--- src/rtl/piece_motion_ctrl.sv ---
// Falling-piece position controller: synchronises the buttons and the gravity tick,
// queues requests, and commits moves only on the vsync falling edge.
module piece_motion_ctrl #(
    parameter logic [9:0] CELL    = 10'd20,
    parameter logic [9:0] X_MIN   = 10'd200,
    parameter logic [9:0] X_MAX   = 10'd420,
    parameter logic [9:0] Y_TOP   = 10'd20,
    parameter logic [9:0] Y_MAX   = 10'd440,
    parameter logic [9:0] SPAWN_X = 10'd300
) (
    input  logic       iVGA_CLK,
    input  logic       iRST_n,
    input  logic       left,
    input  logic       right,
    input  logic       down,
    input  logic       up,
    input  logic       fall_down_clk,
    input  logic       start_over,
    input  logic       vs,
    input  logic       stop,
    input  logic       hit,
    output logic [9:0] x_cor,
    output logic [9:0] y_cor,
    output logic       change_shape,
    output logic       rotate,
    output logic       landed,
    output logic       game_over
);

    localparam logic [1:0] SPAWN  = 2'd0;
    localparam logic [1:0] FALL   = 2'd1;
    localparam logic [1:0] LANDED = 2'd2;
    localparam logic [1:0] OVER   = 2'd3;

    // Bit order shared by sync chain, edges and pending flags: L, R, D, U, tick, start_over.
    localparam int B_L = 0, B_R = 1, B_D = 2, B_U = 3, B_T = 4, B_S = 5;

    logic [1:0] state;
    logic [5:0] sy1, sy2, sy3, edg;
    logic [4:0] pend;
    logic       vs_q, fb;

    assign edg       = sy2 & ~sy3;
    assign fb        = vs_q & ~vs;
    assign game_over = (state == OVER);

    always_ff @(posedge iVGA_CLK or negedge iRST_n) begin
        if (!iRST_n) begin
            state        <= SPAWN;
            sy1          <= '0;
            sy2          <= '0;
            sy3          <= '0;
            vs_q         <= 1'b0;
            pend         <= '0;
            x_cor        <= SPAWN_X;
            y_cor        <= Y_TOP;
            change_shape <= 1'b0;
            rotate       <= 1'b0;
            landed       <= 1'b0;
        end else begin
            sy1          <= {start_over, fall_down_clk, up, down, right, left};
            sy2          <= sy1;
            sy3          <= sy2;
            vs_q         <= vs;
            change_shape <= 1'b0;
            rotate       <= 1'b0;
            landed       <= 1'b0;
            pend         <= pend | edg[4:0];

            if (edg[B_S]) begin
                state <= SPAWN;
            end else begin
                case (state)
                    SPAWN: begin
                        x_cor        <= SPAWN_X;
                        y_cor        <= Y_TOP;
                        change_shape <= 1'b1;
                        pend         <= '0;
                        state        <= FALL;
                    end
                    FALL: if (fb) begin
                        // Everything queued is consumed; only edges landing this cycle survive.
                        pend <= edg[4:0];
                        if (pend[B_L] && !pend[B_R] && !hit && x_cor > X_MIN)
                            x_cor <= x_cor - CELL;
                        else if (pend[B_R] && !pend[B_L] && !hit && x_cor < X_MAX)
                            x_cor <= x_cor + CELL;
                        rotate <= pend[B_U];
                        if (pend[B_T] || pend[B_D]) begin
                            if (stop || y_cor == Y_MAX)
                                state <= LANDED;
                            else
                                y_cor <= y_cor + CELL;
                        end
                    end
                    LANDED: begin
                        landed <= 1'b1;
                        state  <= (y_cor == Y_TOP) ? OVER : SPAWN;
                    end
                    default: pend <= '0;
                endcase
            end
        end
    end

endmodule
--- config.mk ---
export PLATFORM = sky130hd
export DESIGN_NAME = piece_motion_ctrl
export DESIGN_NICKNAME = d
export VERILOG_FILES = /design/src/rtl/piece_motion_ctrl.sv
export SDC_FILE = /design/constraint.sdc
export NUM_CORES = 1
export LEC_CHECK = 0
export CORE_MARGIN = 3
export CORE_UTILIZATION = 59
export CTS_BUF_LIST = sky130_fd_sc_hd__clkbuf_4
export CTS_CLUSTER_DIAMETER = 100
export DETAILED_ROUTE_END_ITERATION = 6
export PLACE_DENSITY = 0.87
export SLEW_MARGIN = 30
export SYNTH_ARGS = -nofsm -noshare
export SYNTH_HDL_FRONTEND = slang
export SYNTH_SLANG_ARGS = --single-unit
--- constraint.sdc ---
create_clock -name iVGA_CLK -period 6.5 [get_ports iVGA_CLK]
set_input_delay 1.95 -clock iVGA_CLK [delete_from_list [all_inputs] [get_ports iVGA_CLK]]
set_output_delay 1.95 -clock iVGA_CLK [all_outputs]
set_load 0.02 [all_outputs]
### After elaboration in Yosys (flattened, before gate mapping)

Index checks and enable logic that the tools add are counted.

* bits in registers: 49
* input bits: 11
* word-level logic and storage cells: 75

* $add $sub $neg: 3
* $lt $le $gt $ge: 2
* eq/ne operators: 12
* multiplexer cells: 24
* bitwise operators: 6
* reductions and logical operators: 17

Operator list (number)
* 10-bit two-way mux: 6
* 10-bit one-hot mux with 2 select lines: 2
* 10-bit by 5-bit adder with 10-bit output, second input constant: 2
* 3-bit inequality test, second input constant: 4
* 10-bit by 5-bit equality test with 1-bit output, second input constant: 1
* 10-bit by 9-bit equality test with 1-bit output, second input constant: 1
* 10-bit by 8-bit greater-than comparator with 1-bit output, second input constant: 1
* 10-bit by 9-bit less-than comparator with 1-bit output, second input constant: 1
* 2-bit two-way mux: 5
* 5-bit two-way mux: 2
* 5-bit one-hot mux with 2 select lines: 1
* 10-bit by 5-bit subtractor with 10-bit output, second input constant: 1
* 4-bit AND reduction: 2
* 1-bit two-way mux: 7
* 6-bit AND: 1
* 1-bit logical AND: 6
* 2-bit inequality test, second input constant: 3
* 6-bit NOT: 1
* 2-bit one-hot mux with 3 select lines: 1
* 5-bit OR: 1
* 5-bit AND reduction: 1
* 2-bit equality test, second input constant: 2
* 4-bit nonzero test: 1
* 1-bit logical NOT: 3
* other kinds (6): 8

### Logic depth before layout (Yosys ltp)

Gate-level depths: netlist of run 1.

* depth after elaboration: 8
* gate-level depth with buffers: 11

### Least setup slack after synthesis of run 1

OpenSTA, ideal clock, no wires.

* path kind: input -> register
* start: input port hit
* end: register x_cor[9]
* library setup time: 69 ps
* arrival: 3950 ps
* data required time: 6431 ps
* slack: 2481 ps
* stages: 10
* path buffers: 0
* cells stage by stage: nor3b_1 nand2_2 inv_1 ha_1 a21oi_1 o211ai_1 o41ai_2 xnor2_1 or4_1 nand3_1

* word-level cells in the longest chain between the ends: 6
* elaborated cells between the ends (all ways): 10

Ends and longest elaborated chain
* from (decl): line 21 `input logic hit,`
* 1-bit logical NOT (*): line 84, 86
* 1-bit logical AND (2 in a row): line 84 `if (pend[B_L] && !pend[B_R] && !hit && x_cor > X_MIN)`
* 10-bit two-way mux: line 84
* 10-bit two-way mux: line 81 `FALL: if (fb) begin`
* 10-bit one-hot mux with 2 select lines: line 73 `case (state)`
* to (signal assigned): line 85 `x_cor <= x_cor - CELL;`
* to (signal assigned): line 87 `x_cor <= x_cor + CELL;`
* to (decl): line 22 `output logic [9:0] x_cor,`

Every way passes the cells marked *; elsewhere a longest branch is shown, timed or not. The select of a mux whose other input is x is not followed.
A chain may end at the register's enable or synchronous reset.

### Worst setup path after layout of run 1

Ends and elaborated chain as after synthesis.

==> flow_metrics.tcl, run 1 <==
set metrics [dict create \
    syn_area_um2 2170 \
    drcViolationCount 0 \
    worst_pin_slew_ns 0.600 \
    r2r_cells 11 \
    gr-usage-all-layers_pct 19.8 \
    end_kind "flop" \
    start_util_pct 63.2 \
    grt_pass1_vias 1401 \
    fin_crit_sh_pct 67.2 \
    hp-class "flop to flop" \
    grt_start_max_net_pins 46 \
    dp.cells 280 \
    setup_tns_ns 0 \
    routed_via_density 5.48 \
    core_area_um2 3440 \
    firstDrtPassIters 4 \
    synth-main-ff-cell "dfrtp_1" \
    crit_fanout 5 \
    antenna_cells 0 \
    period_minus_slack_ns 4.37 \
    drtIter0Drc 100 \
    cts.reportedPaths.clkPinSlew_ns 0.14 \
    clock_skew_ns 0.00872 \
    hold_ws_ns 0.366 \
    gp_congestion 0.879 \
    final_nets 267 \
    power.density_nw_per_um2 396 \
    cts-root-buf "clkbuf_4" \
    slew_violations 0 \
    ctsHoldBuffers 0 \
    drv_cap 0 \
    reg2reg_to "x_cor[9]$_DFFE_PN0P_" \
    seqCellArea_um2 1130 \
    h-tree-depth 2 \
    layout_common_cells "dfrtp_1, clkdlybuf4s50_1, nor2_1, a21oi_1, nand2_1" \
    r2r_setup_slack_ns 3.45 \
    area_delta_synth_final_pct 17.8 \
    fillerInstances 255 \
    cts_buffers 5 \
    vias 1579 \
    async_flop_share_pct 100 \
    whs_endpoint "sy2[3]$_DFF_PN0_" \
    cts_setup_buffers 0 \
    syn_area_per_cell_um2 10.5 \
    setup_ws_ns 2.13 \
    ios 35 \
    slew_headroom_pct 59.6 \
    final_common_cell "dfrtp_1" \
    fin_util_pct 74.4 \
    vdd_drop_max_v 0.000253 \
    required_ns 6.81 \
    place_ws_ns 1.80 \
    cts_tree "built" \
    r2r-start "x_cor[4]$_DFFE_PN0P_" \
    leakage_nw 1.15 \
    die_x_um 66.7 \
    port_buffers 30 \
    rsz0062_at_grt "no" \
    synth_seq_cells 45 \
    setup_violations 0 \
    die_h_um 66.7 \
    fin_cells 288 \
    synth_edf_count 0 \
    antenna_found_initial 0 \
    arrival_ns 4.68 \
    hp-start "sy1[3]$_DFF_PN0_" \
    drt_wl_total_mm 3.96 \
    dpl.hpwl_mm 2.87 \
    ys_warn_count 0 \
    cts_sinks 45 \
    num_rows 21 \
    die_area_um2 4450 \
    synth-seq-area-share_pct 52.1 \
    hold_violations 0 \
    crit_path_start_kind "primary input" \
    critPathKind "primary input to flop" \
    multi_input_area_um2 976 \
    synth.distinct_cells 46 \
    clockBufferDepth 2 \
    cts_resized 0 \
    drive_gt1_share_pct 8.68 \
    clock_latency_ns 0.36 \
    status "finished clean" \
    global_route.overflow_total 0 \
    post_drt_wl_per_cell_um 13.8 \
    syn_inst 207 \
    ant_nets 0 \
    fmax_mhz 229 \
    grt_pass1_wl_mm 6.47 \
    hold_depth 0 \
]
## cell families after synthesis
family                     synth area share, %
muxes                                    0.518
xor gates and xnor gates                  3.22
other                                    0.172
and+or+nand+nor                           18.4
AOI/OAI and AO/OA                         13.1
adders and majority gates                 8.98
DFF                                       52.1
buffers and inverters                     3.51
## area by class of cell
cell class	instances	area share, %
flip-flops and latches	45	44.3
multi-input cells	149	38.1
well taps	46	2.25
clock buffers	5	1.47
clock inverters	3	0.830
repair buffers	30	11.6
inverters	10	1.47
## worst max path at each step
stage,from,endpoint
final,hit,x_cor[9]$_DFFE_PN0P_
after global routing,hit,x_cor[9]$_DFFE_PN0P_
after CTS,hit,x_cor[9]$_DFFE_PN0P_
after detailed placement,hit,x_cor[9]$_DFFE_PN0P_
after global placement,hit,x_cor[9]$_DFFE_PN0P_
after floorplan,hit,x_cor[9]$_DFFE_PN0P_
## metal layers
metal / global-route usage (%) / up-vias / share of wire (%)
met5: 0 / - / 0
met4: 9.90 / 0 / 1.7
met3: 4.22 / 6 / 4.7
met2: 30.9 / 40 / 48
met1: 25.9 / 759 / 46
li1: - / 774 / -
## critical path, cell delays in order
cell and delay [ns]:
clkdlybuf4s50_1 0.43, nor3b_1 0.36, nand2_2 0.17, inv_1 0.18
ha_1 0.25, a21oi_1 0.19, o211ai_1 0.17, o41ai_2 0.34
xnor2_1 0.12, or4_1 0.43, nand3_1 0.10
## state kept, by name, indices dropped and copies added, names as in the netlist
signal	flops
sy1	6
y_cor	8
x_cor	8
change_shape	1
sy3	6
landed	1
rotate	1
pend	5
vs_q	1
state	2
sy2	6
## cell usage after synthesis (2+ instances only)
master | n | area share (%)
and2_1 | 4 | 1.2
or3_1 | 2 | 0.58
o21a_1 | 2 | 0.69
and3b_1 | 2 | 0.81
xor2_1 | 5 | 2.0
dfstp_2 | 6 | 7.2
nor2b_1 | 10 | 2.9
a31oi_1 | 2 | 0.58
nand4_1 | 2 | 0.58
inv_1 | 10 | 1.7
ha_1 | 14 | 8.1
nor3b_1 | 2 | 0.69
o21ai_0 | 10 | 2.3
nand3_1 | 7 | 1.6
nand2_1 | 15 | 2.6
or4_1 | 2 | 0.69
a311o_1 | 2 | 0.92
a21oi_1 | 16 | 3.7
buf_4 | 4 | 1.4
dfrtp_1 | 39 | 45
xnor2_1 | 3 | 1.2
nor4b_1 | 2 | 0.81
nor2_1 | 20 | 3.5
nor3_1 | 4 | 0.92
## power breakdown
group	switching [W]	internal, W
sequential	0.0000655	0.000348
combinational	0.000260	0.000204
clock	0.0000942	0.0000431
total	0.000420	0.000595
## per-stage QoR
| step | power [W] | cell area [um2] |
|---|---|---|
| 3_3_place_gp | 0.000863 | 2500 |
| 3_5_place_dp | 0.000880 | 2500 |
| 4_1_cts | 0.00102 | 2560 |
| 2_1_floorplan | 0.000724 | 2190 |
| 6_report | 0.00101 | 2560 |
| 5_1_grt | 0.00109 | 2560 |
(Power assumes the default switching activity.)
==> run 2: changes to the inputs <==
--- a/config.mk
+++ b/config.mk
@@ -6,11 +6,11 @@
 export NUM_CORES = 1
 export LEC_CHECK = 0
 export CORE_MARGIN = 3
-export CORE_UTILIZATION = 59
+export CORE_UTILIZATION = 55
 export CTS_BUF_LIST = sky130_fd_sc_hd__clkbuf_4
 export CTS_CLUSTER_DIAMETER = 100
 export DETAILED_ROUTE_END_ITERATION = 6
-export PLACE_DENSITY = 0.87
+export PLACE_DENSITY = 0.82
 export SLEW_MARGIN = 30
 export SYNTH_ARGS = -nofsm -noshare
 export SYNTH_HDL_FRONTEND = slang
==> constraint.sdc (replaced) <==
create_clock -name iVGA_CLK -period 4.3 [get_ports iVGA_CLK]
set_input_delay 1.29 -clock iVGA_CLK [delete_from_list [all_inputs] [get_ports iVGA_CLK]]
set_output_delay 1.29 -clock iVGA_CLK [all_outputs]
set_load 0.02 [all_outputs]
==> run 2 against run 1 <==
Final cell count grew 1.0%. Combinational power up 53%. Global-route usage fell by 0.92 points. Clock power rose by 96%. Register-to-register slack got worse by 2.2 ns. Critical endpoint unchanged. Largest power group unchanged. Setup slack got worse by 1.5 ns.
==> flow_metrics.tcl, run 2 (synthesis results as in run 1) <==
set metrics [dict create \
    cts_tree "built" \
    p_total_w 0.00161 \
    slew_headroom_pct 63.5 \
    multi_input_area_um2 976 \
    end_kind "flop" \
    wl_met3_um 166 \
    area_delta_synth_final_pct 19.4 \
    crit_fanout 5 \
    antenna_cells 0 \
    period_minus_slack_ns 3.66 \
    clock_skew_ns 0.00980 \
    worst_pin_slew_ns 0.547 \
    fillerInstances 311 \
    cts_buffers 5 \
    ios 35 \
    start_util_pct 58.1 \
    final_common_cell "dfrtp_1" \
    die_area_um2 4740 \
    h-tree-depth 2 \
    wl_met1_mm 1.89 \
    global_route.overflow_total 0 \
    ant_nets 0 \
    cp-startpoint "hit" \
    cts_resized 0 \
    seqCellArea_um2 1130 \
    hold_ws_ns 0.365 \
    status "finished clean" \
    required_ns 4.60 \
    drcViolationCount 0 \
    arrival_ns 3.96 \
    fin_crit_sh_pct 85.2 \
    grt_pass1_vias 1463 \
    layout_common_cells "dfrtp_1, clkdlybuf4s50_1, nor2_1, a21oi_1, nand2_1" \
    post_drt_wl_per_cell_um 13.8 \
    gr-usage-all-layers_pct 18.8 \
    clock_latency_ns 0.36 \
    r2r_setup_slack_ns 1.30 \
    drtIter0Drc 120 \
    slew_violations 0 \
    ctsHoldBuffers 0 \
    die_x_um 68.9 \
    power.density_nw_per_um2 619 \
    whs_endpoint "sy2[5]$_DFF_PN0_" \
    fmax_mhz 273 \
    drive_gt1_share_pct 9.47 \
    route.top_layer_used "met4" \
    vdd_drop_max_v 0.000372 \
    cts-root-buf "clkbuf_4" \
    antenna_found_initial 0 \
    clockBufferDepth 2 \
    core_area_um2 3740 \
    crit_path_start_kind "primary input" \
    cts.reportedPaths.clkPinSlew_ns 0.13 \
    port_buffers 30 \
    firstDrtPassIters 4 \
    num_rows 22 \
    reg2reg_to "x_cor[9]$_DFFE_PN0P_" \
    die_h_um 68.9 \
    hp-start "sy1[5]$_DFF_PN0_" \
    grt_start_max_net_pins 46 \
    leakage_nw 1.17 \
    dpl.hpwl_mm 2.98 \
    routed_via_density 5.32 \
    setup_violations 0 \
    r2r_cells 11 \
    drt_wl_total_mm 4.01 \
    rsz0062_at_grt "no" \
    r2r-start "x_cor[4]$_DFFE_PN0P_" \
    hp-class "flop to flop" \
    final_nets 268 \
    critPathKind "primary input to flop" \
    cts_sinks 45 \
    cts_setup_buffers 0 \
    fin_util_pct 69.4 \
    drv_cap 0 \
    wl_met2_mm 1.92 \
    gp_congestion 0.874 \
    hold_depth 0 \
    grt_pass1_wl_mm 6.55 \
    vias 1548 \
    reg.largest.list "x_cor (8), y_cor (8)" \
    hold_violations 0 \
    setup_tns_ns 0 \
]
-- run 2: cell count changes in the layout (fill, tap and decap cells not counted) --
cell	before	now
inv_6	1	2
bufinv_16	0	1
clkinv_1	1	0
clkinv_4	1	0
buf_4	1	2
-- run 2: how the worst max path moves through the flow --
stage	cells after the start	end	slack (ns)
floorplan	10	x_cor[9]$_DFFE_PN0P_	0.94
global placement	11	x_cor[9]$_DFFE_PN0P_	0.37
detailed placement	11	x_cor[9]$_DFFE_PN0P_	0.28
CTS	11	x_cor[9]$_DFFE_PN0P_	0.67
global route	11	x_cor[9]$_DFFE_PN0P_	0.43
finish	11	x_cor[9]$_DFFE_PN0P_	0.64
-- run 2: power by group --
group	switching, W	internal [W]
clock network	0.000142	0.000127
registers	0.000101	0.000526
logic	0.000398	0.000314
total	0.000640	0.000967
-- run 2: final cells by class --
type / instances / share of cell area (%)
repair buffers: 31 / 11.8
clock buffers: 5 / 1.45
flip-flops and latches: 45 / 43.6
well taps: 48 / 2.31
clock inverters: 3 / 1.83
inverters: 10 / 1.45
multi-input cells: 149 / 37.6
-- run 2: metal layers --
| layer | track usage [%] | vias up |
|---|---|---|
| li1 | - | 782 |
| met5 | 0 | - |
| met3 | 5.35 | 5 |
| met4 | 5.11 | 0 |
| met1 | 24.7 | 727 |
| met2 | 30.7 | 34 |
-- run 2: critical path: stages --
cell and delay [ns]:
clkdlybuf4s50_1 0.42, nor3b_1 0.35, nand2_2 0.17, inv_1 0.18
ha_1 0.25, a21oi_1 0.20, o211ai_1 0.19, o41ai_2 0.35
xnor2_1 0.09, or4_1 0.39, nand3_1 0.09
-- run 2: stage by stage --
stage | std cells | setup slack [ns] | cell area, um2
final | 291 | 0.635 | 2600
after global routing | 291 | 0.429 | 2600
after CTS | 291 | 0.670 | 2590
after detailed placement | 283 | 0.285 | 2510
after global placement | 283 | 0.374 | 2510
after floorplan | 210 | 0.941 | 2190
==> run 3: changes to the inputs <==
--- a/config.mk
+++ b/config.mk
@@ -6,11 +6,11 @@
 export NUM_CORES = 1
 export LEC_CHECK = 0
 export CORE_MARGIN = 3
-export CORE_UTILIZATION = 55
+export CORE_UTILIZATION = 50
 export CTS_BUF_LIST = sky130_fd_sc_hd__clkbuf_4
 export CTS_CLUSTER_DIAMETER = 100
 export DETAILED_ROUTE_END_ITERATION = 6
-export PLACE_DENSITY = 0.82
+export PLACE_DENSITY = 0.78
 export SLEW_MARGIN = 30
 export SYNTH_ARGS = -nofsm -noshare
 export SYNTH_HDL_FRONTEND = slang
==> constraint.sdc (replaced) <==
create_clock -name iVGA_CLK -period 3.1 [get_ports iVGA_CLK]
set_input_delay 0.93 -clock iVGA_CLK [delete_from_list [all_inputs] [get_ports iVGA_CLK]]
set_output_delay 0.93 -clock iVGA_CLK [all_outputs]
set_load 0.02 [all_outputs]
==> run 3 against run 2 <==
First-iteration DRC count down 55%. Register-to-register slack lost 1.1 ns. Design area rose by 4.2%. Global-route usage shrank 1.1 points. Critical endpoint unchanged. Sequential share of layout area shrank 1.8 points. Core utilization is 3.2 points lower.
==> flow_metrics.tcl, run 3 (synthesis results as in run 1) <==
set metrics [dict create \
    required_ns 3.43 \
    slowest_delay_ns 0.47 \
    antenna_cells 0 \
    gr-usage-all-layers_pct 17.8 \
    hold_violations 0 \
    dpl.hpwl_mm 3.14 \
    firstDrtPassIters 4 \
    hp-start "sy1[2]$_DFF_PN0_" \
    antenna_found_initial 0 \
    core_area_um2 4090 \
    post_drt_wl_per_cell_um 13.3 \
    die_area_um2 5180 \
    num_rows 23 \
    drcViolationCount 0 \
    fin_crit_sh_pct 93.1 \
    hold_ws_ns 0.366 \
    cts_sinks 45 \
    vias 1596 \
    crit_fanout 5 \
    drtIter0Drc 54 \
    die_h_um 72.0 \
    layout_common_cells "dfrtp_1, clkdlybuf4s50_1, nor2_1, buf_4" \
    clock_skew_ns 0.00598 \
    rsz0062_at_grt "no" \
    final_nets 284 \
    final_area_um2 2710 \
    clockBufferDepth 2 \
    clock_latency_ns 0.38 \
    slew_violations 0 \
    ant_nets 0 \
    worst_pin_slew_ns 0.599 \
    grt_start_max_net_pins 30 \
    leakage_nw 1.24 \
    reg.largest.list "x_cor (8), y_cor (8)" \
    h-tree-depth 2 \
    ctsHoldBuffers 0 \
    ios 35 \
    cts.reportedPaths.clkPinSlew_ns 0.14 \
    power.density_nw_per_um2 824 \
    power_switching_w 0.000902 \
    cts_tree "built" \
    fmax_mhz 346 \
    power_frac_seq_pct 39.0 \
    grt_pass1_vias 1598 \
    drt_wl_total_mm 4.11 \
    r2r-start "x_cor[4]$_DFFE_PN0P_" \
    seqCellArea_um2 1130 \
    drv_cap 0 \
    p_clk_share_pct 13.3 \
    arrival_ns 3.22 \
    gp_congestion 0.863 \
    slew_headroom_pct 59.6 \
    cts-root-buf "clkbuf_4" \
    crit_path_cell_trace "a211o_1 -> a311o_1 -> nand2_2 -> inv_2 -> ha_1 -> a21oi_2 -> o211ai_1 -> o41ai_2 -> xnor2_1 -> or4_1 -> nand3_1" \
    status "finished clean" \
    area_delta_synth_final_pct 24.5 \
    vdd_drop_max_v 0.000394 \
    cp-startpoint "x_cor[4]$_DFFE_PN0P_" \
    comb_power_share_pct 47.7 \
    crit_slowest_cell "dfrtp_1" \
    die_x_um 72.0 \
    drive_gt1_share_pct 16.2 \
    critPathKind "flop to flop" \
    crit_path_start_kind "flop" \
    grt_pass1_wl_mm 7.12 \
    cts_setup_buffers 0 \
    routed_via_density 5.17 \
    intPower_w 0.00133 \
    multi_input_area_um2 985 \
    end_kind "flop" \
    fillerInstances 341 \
    placed_area_um2 2630 \
    global_route.overflow_total 0 \
    setup_violations 0 \
    switching_share_pct 40.5 \
    start_util_pct 53.2 \
    port_buffers 30 \
    cts_buffers 5 \
    period_minus_slack_ns 2.89 \
    final_common_cell "dfrtp_1" \
    hp-class "flop to flop" \
]
-- run 3: final timing paths --
kind                                             end  slack (ns)  depth (start not counted)
max in group asynchronous       y_cor[4]$_DFFE_PN1P_        1.94                          2
worst min register to register      sy2[2]$_DFF_PN0_        0.37                          0
worst max register to register  x_cor[9]$_DFFE_PN0P_        0.21                         11
worst min-delay path                sy2[2]$_DFF_PN0_        0.37                          0
worst max-delay path            x_cor[9]$_DFFE_PN0P_        0.21                         11
min in group asynchronous       x_cor[9]$_DFFE_PN0P_        0.53                          1
-- run 3: stage by stage --
stage	utilization [%]	setup slack (ns)	setup TNS [ns]	total power (W)	std cells
5_1_grt	66.2	0.0498	0	0.00240	309
2_1_floorplan	-	0.101	0	0.00152	210
3_3_place_gp	64.4	-0.255	-0.538	0.00191	301
4_1_cts	66.1	0.00395	0	0.00224	309
3_5_place_dp	64.4	-0.387	-0.875	0.00194	301
6_report	66.2	0.214	0	0.00223	309
-- run 3: critical path, delay by kind of cell (launching register included) --
kind	cells	cell delay, ns
buf+inv	1	0.06
flops	1	0.47
simple gates	3	0.59
compound gates	5	1.31
fa+ha+maj	1	0.28
xor+xnor	1	0.09
-- run 3: power by group through the flow --
stage	Combinational, W	Sequential [W]	Clock, W
global placement	0.00104	0.000874	0
global route	0.00119	0.000890	0.000328
CTS	0.00107	0.000868	0.000307
floorplan	0.000574	0.000944	0
finish	0.00106	0.000870	0.000297
detailed placement	0.00106	0.000879	0
-- run 3: per-layer routing --
layer	share of wire [%]	up-vias	global-route usage, %
li1	-	813	-
met1	44	750	21.5
met2	49	28	30.0
met3	5.1	5	4.02
met4	1.4	0	8.77
met5	0	-	0
-- run 3: repair_timing --
item / 4_1_cts / 5_1_grt
endpoints found under the setup margin: 2 / 2
pin swaps: 0 / 3
gates cloned: 0 / 0
gates resized for setup: 1 / 3
hold endpoints to repair: 0 / 0
-- run 3: cell type report --
| type | instances | area share (%) |
|---|---|---|
| Sequential cell | 45 | 41.9 |
| Clock buffer | 5 | 1.39 |
| Timing Repair Buffer | 47 | 15.7 |
| Multi-Input combinational cell | 149 | 36.4 |
| Inverter | 10 | 1.39 |
| Clock inverter | 3 | 0.925 |
| Tap cell | 50 | 2.31 |
==> edit 1, RTL diff (config.mk and constraints of run 2) <==
Register the input `up` before use, without a reset. The logic sees it one clock later. The other inputs are not delayed to match.
--- a/src/rtl/piece_motion_ctrl.sv
+++ b/src/rtl/piece_motion_ctrl.sv
@@ -35,6 +35,12 @@
     // Bit order shared by sync chain, edges and pending flags: L, R, D, U, tick, start_over.
     localparam int B_L = 0, B_R = 1, B_D = 2, B_U = 3, B_T = 4, B_S = 5;
 
+    logic up_q;
+
+    always_ff @(posedge iVGA_CLK) begin
+        up_q <= up;
+    end
+
     logic [1:0] state;
     logic [5:0] sy1, sy2, sy3, edg;
     logic [4:0] pend;
@@ -58,7 +64,7 @@
             rotate       <= 1'b0;
             landed       <= 1'b0;
         end else begin
-            sy1          <= {start_over, fall_down_clk, up, down, right, left};
+            sy1          <= {start_over, fall_down_clk, up_q, down, right, left};
             sy2          <= sy1;
             sy3          <= sy2;
             vs_q         <= vs;
Behaviour: not the same (Yosys sat finds a counterexample within 10 cycles, from zero or initial values and one cycle with iRST_n low).
==> edit 1 against run 2 <==
  * Sequential cell count is 1 higher
  * Critical endpoint unchanged
  * Wire length rose by 5.1%
  * Worst hold slack worse by 26 ps
  * First-iteration DRC count fell by 22%
  * Total power increased by 0.82%
  * Design area up 0.67%
  * Synthesized area is 0.92% higher
  * Worst setup slack better by 25 ps
==> edit 1: results <==
outcome:
  status: "completed"
setup_path:
  arrival_ps: 3950
  worstPathMaxFanout: 5
  crit_slowest_cell: "clkdlybuf4s50_1"
  slowest_delay_ps: 420
  cp_top_family: "simple AND/OR/NAND/NOR gates"
yosys:
  synth_warnings: 0
  synth_top_area_share_pct: 44.47
  synthAdderAreaFrac_pct: 8.894
  yosysUniqueCellTypes: 47
  syn_inst: 208
  synth_compound_area_share_pct: 13.00
  ys_async_sr_fraction_pct: 97.83
  muxShareOfSynthArea_pct: 0.5131
  synth_xor_area_share_pct: 3.193
  ys_seq_area_share_pct: 52.57
  synth.area.top_cells: "dfrtp_1 (44%), ha_1 (8.0%), dfstp_2 (7.2%)"
  synth_common_cells: "dfrtp_1 (39), nor2_1 (20), a21oi_1 (16)"
route:
  drc: 0
  dr.pass1.iters: 4
  wl_per_cell_microns: 14.44
  vias: 1619
  dr.first_iter.drc_count: 94
  vias_per_cell: 5.545
clock_tree:
  clk_latency_ps: 370
  root_buffer: "clkbuf_4"
  h-tree-depth: 2
  clockBufferDepth: 2
  clk_pin_slew_ps: 130
  postCtsSetupBuffers: 0
  cts_resized: 0
  numCtsBuffers: 5
placed_design:
  placed_cell_area_sq_mm: 0.002530
  dp_cells: 284
  port_buffers: 30
  place_ws_ps: 299.9
  hpwlAfterDp_microns: 3101
  gp_congestion: 0.8857
power_and_ir_drop:
  peakVddDrop_v: 0.0004049
  leakagePower_uw: 0.001175
final_layout:
  n_antenna_cell: 0
  fillCellCount: 310
  reg_top3: "x_cor: 8 flops, y_cor: 8 flops"
  nNetsFinal: 269
  layout-drive-gt1-share_pct: 9.426
global_route:
  grt_max_degree: 46
  grt_usage_pct: 18.99
  antenna_found_initial: 0
  grt_pass1_wl_microns: 7245
sta:
  skew_ps: 17.15
  worstMarginPinSlew_ps: 560.6
min_path:
  hp-class: "flip-flop to flip-flop"
==> edit 1: power by group <==
part           internal, uW  total (uW)  switching [uW]
sequential              536         637             101
combinational           316         718             402
clock                   129         266             137
total                   981        1620             639
==> edit 1: metrics by stage <==
stage | power (uW) | utilization [%]
CTS | 1629 | 69.79
finish | 1620 | 69.85
global placement | 1330 | 67.58
global route | 1736 | 69.85
floorplan | 1104 | -
detailed placement | 1359 | 67.58
==> edit 1: cell type report <==
class / count / area [sq um] / area share (%)
multi-input combinational: 149 / 975.9 / 37.32
clock inverter: 2 / 37.54 / 1.435
inverter: 10 / 37.54 / 1.435
timing repair buffer: 31 / 305.3 / 11.67
clock buffer: 6 / 45.04 / 1.722
tap: 48 / 60.06 / 2.297
sequential: 46 / 1154 / 44.11
==> edit 1: routing by layer <==
layer | part of all wire [%] | global-route usage [%] | up-vias
li1 | - | - | 787
met1 | 44 | 24.01 | 778
met2 | 49 | 30.72 | 41
met3 | 4.6 | 5.248 | 13
met4 | 2.6 | 7.809 | 0
met5 | 0 | 0 | -
==> edit 1: final timing paths <==
path | to | cells past startpoint | slack (ps) | startpoint
worst max-delay path | x_cor[9] | 11 | 660 | hit
worst min-delay path | sy1[3] | 0 | 340 | up_q
worst max register to register | x_cor[9] | 11 | 1350 | x_cor[4]
worst min register to register | sy1[3] | 0 | 340 | up_q
max in group asynchronous | x_cor[5] | 1 | 3020 | iRST_n
min in group asynchronous | y_cor[5] | 1 | 880 | iRST_n
==> edit 2, RTL diff (flow settings as in run 2) <==
Made on the original files. Set the parameter `CELL` to 10'd15 (it was 10'd20).
--- a/src/rtl/piece_motion_ctrl.sv
+++ b/src/rtl/piece_motion_ctrl.sv
@@ -1,7 +1,7 @@
 // Falling-piece position controller: synchronises the buttons and the gravity tick,
 // queues requests, and commits moves only on the vsync falling edge.
 module piece_motion_ctrl #(
-    parameter logic [9:0] CELL    = 10'd20,
+    parameter logic [9:0] CELL    = 10'd15,
     parameter logic [9:0] X_MIN   = 10'd200,
     parameter logic [9:0] X_MAX   = 10'd420,
     parameter logic [9:0] Y_TOP   = 10'd20,
Function: changed (a bounded check fails within 10 cycles, from zero or initial values and one cycle with iRST_n low).
==> edit 2 against run 2 <==
  * Final cell count up 6.5%
  * Die area up 9.3%
  * Wire length up 15%
  * Design area up 9.0%
  * Critical path depth unchanged
  * First-iteration DRC count down 11%
  * Worst setup slack better by 58 ps
  * Count of clock-buffer cells in the layout unchanged
  * Total power up 15%
  * Synthesized area up 10%
  * Sequential cell count up 4
==> edit 2: results <==
outcome:
  status: "completed"
power_and_ir_drop:
  swShare_pct: 42.53
  leakagePower_uw: 0.001239
  p_per_area_mw_per_mm2: 653.3
  p_clk_uw: 214
  peakVddDrop_v: 0.0003505
  combPwrFrac_pct: 49.1
sta:
  slew_headroom_pct: 59.64
  skew_ps: 7.134
  hold_slack_ps: 363.9
yosys:
  synth_common_cells: "dfrtp_1 (43), nor2_1 (20), ha_1 (13), nand2_1 (13), a21oi_1 (12)"
  synth_compound_area_share_pct: 16.50
  synthAdderAreaFrac_pct: 7.624
  muxShareOfSynthArea_pct: 1.358
  yosysUniqueCellTypes: 49
  synth.area.top_cells: "dfrtp_1 (45%), ha_1 (6.8%), dfstp_2 (6.6%)"
route:
  routed_wl_microns: 4615
  vias_per_cell: 5.723
  wl_met1_microns: 2160
  dr_wl_met3_microns: 188
  dr.first_iter.drc_count: 107
  wl_met2_microns: 2208
placed_design:
  gp_congestion: 0.8851
  port_buffers: 34
  hpwlAfterDp_microns: 3275
  placed_cell_area_sq_mm: 0.002771
global_route:
  grt_pass1_vias: 1748
  grtUsageMet3_pct: 4.017
  grt_pass1_wl_microns: 8038
  use_met2_pct: 32.35
  grt_usage_pct: 19.76
min_path:
  hold_path.startpoint: "sy1[4]"
  min_to: "sy2[4]"
setup_path:
  reg2reg_from: "x_cor[0]"
  worstPathMaxFanout: 7
  arrival_ps: 3900
  slowest_delay_ps: 440
  r2r_setup_slack_ps: 830
final_layout:
  fillCellCount: 337
edit 2: metrics by stage:
| stage | worst slack (ps) | cells | util (%) |
|---|---|---|---|
| floorplan | 986.0 | 224 | - |
| global placement | 412.8 | 302 | 67.28 |
| detailed placement | 339.0 | 302 | 67.35 |
| CTS | 726.2 | 310 | 68.77 |
| global route | 569.7 | 310 | 68.77 |
| finish | 693.8 | 310 | 68.77 |
edit 2: cell families after synthesis:
kind of cell	Yosys count
buf+inv	16
simple gates	73
fa+ha+maj	14
mux	3
compound gates	57
xor+xnor	12
flops	49
edit 2: final cells by class:
cell class | instances | area share [%]
well taps | 50 | 2.210
inverters | 10 | 1.326
multi-input cells | 159 | 38.86
flip-flops and latches | 49 | 43.59
repair buffers | 34 | 11.94
clock inverters | 3 | 0.7515
clock buffers | 5 | 1.326
edit 2: critical path, delay by kind of cell:
kind	cells	cell delay (ps)
AO/OA/AOI/OAI	5	930
XOR/XNOR	1	100
adder cells (fa/ha/maj)	1	310
buffers and inverters	2	650
AND/OR/NAND/NOR	2	630
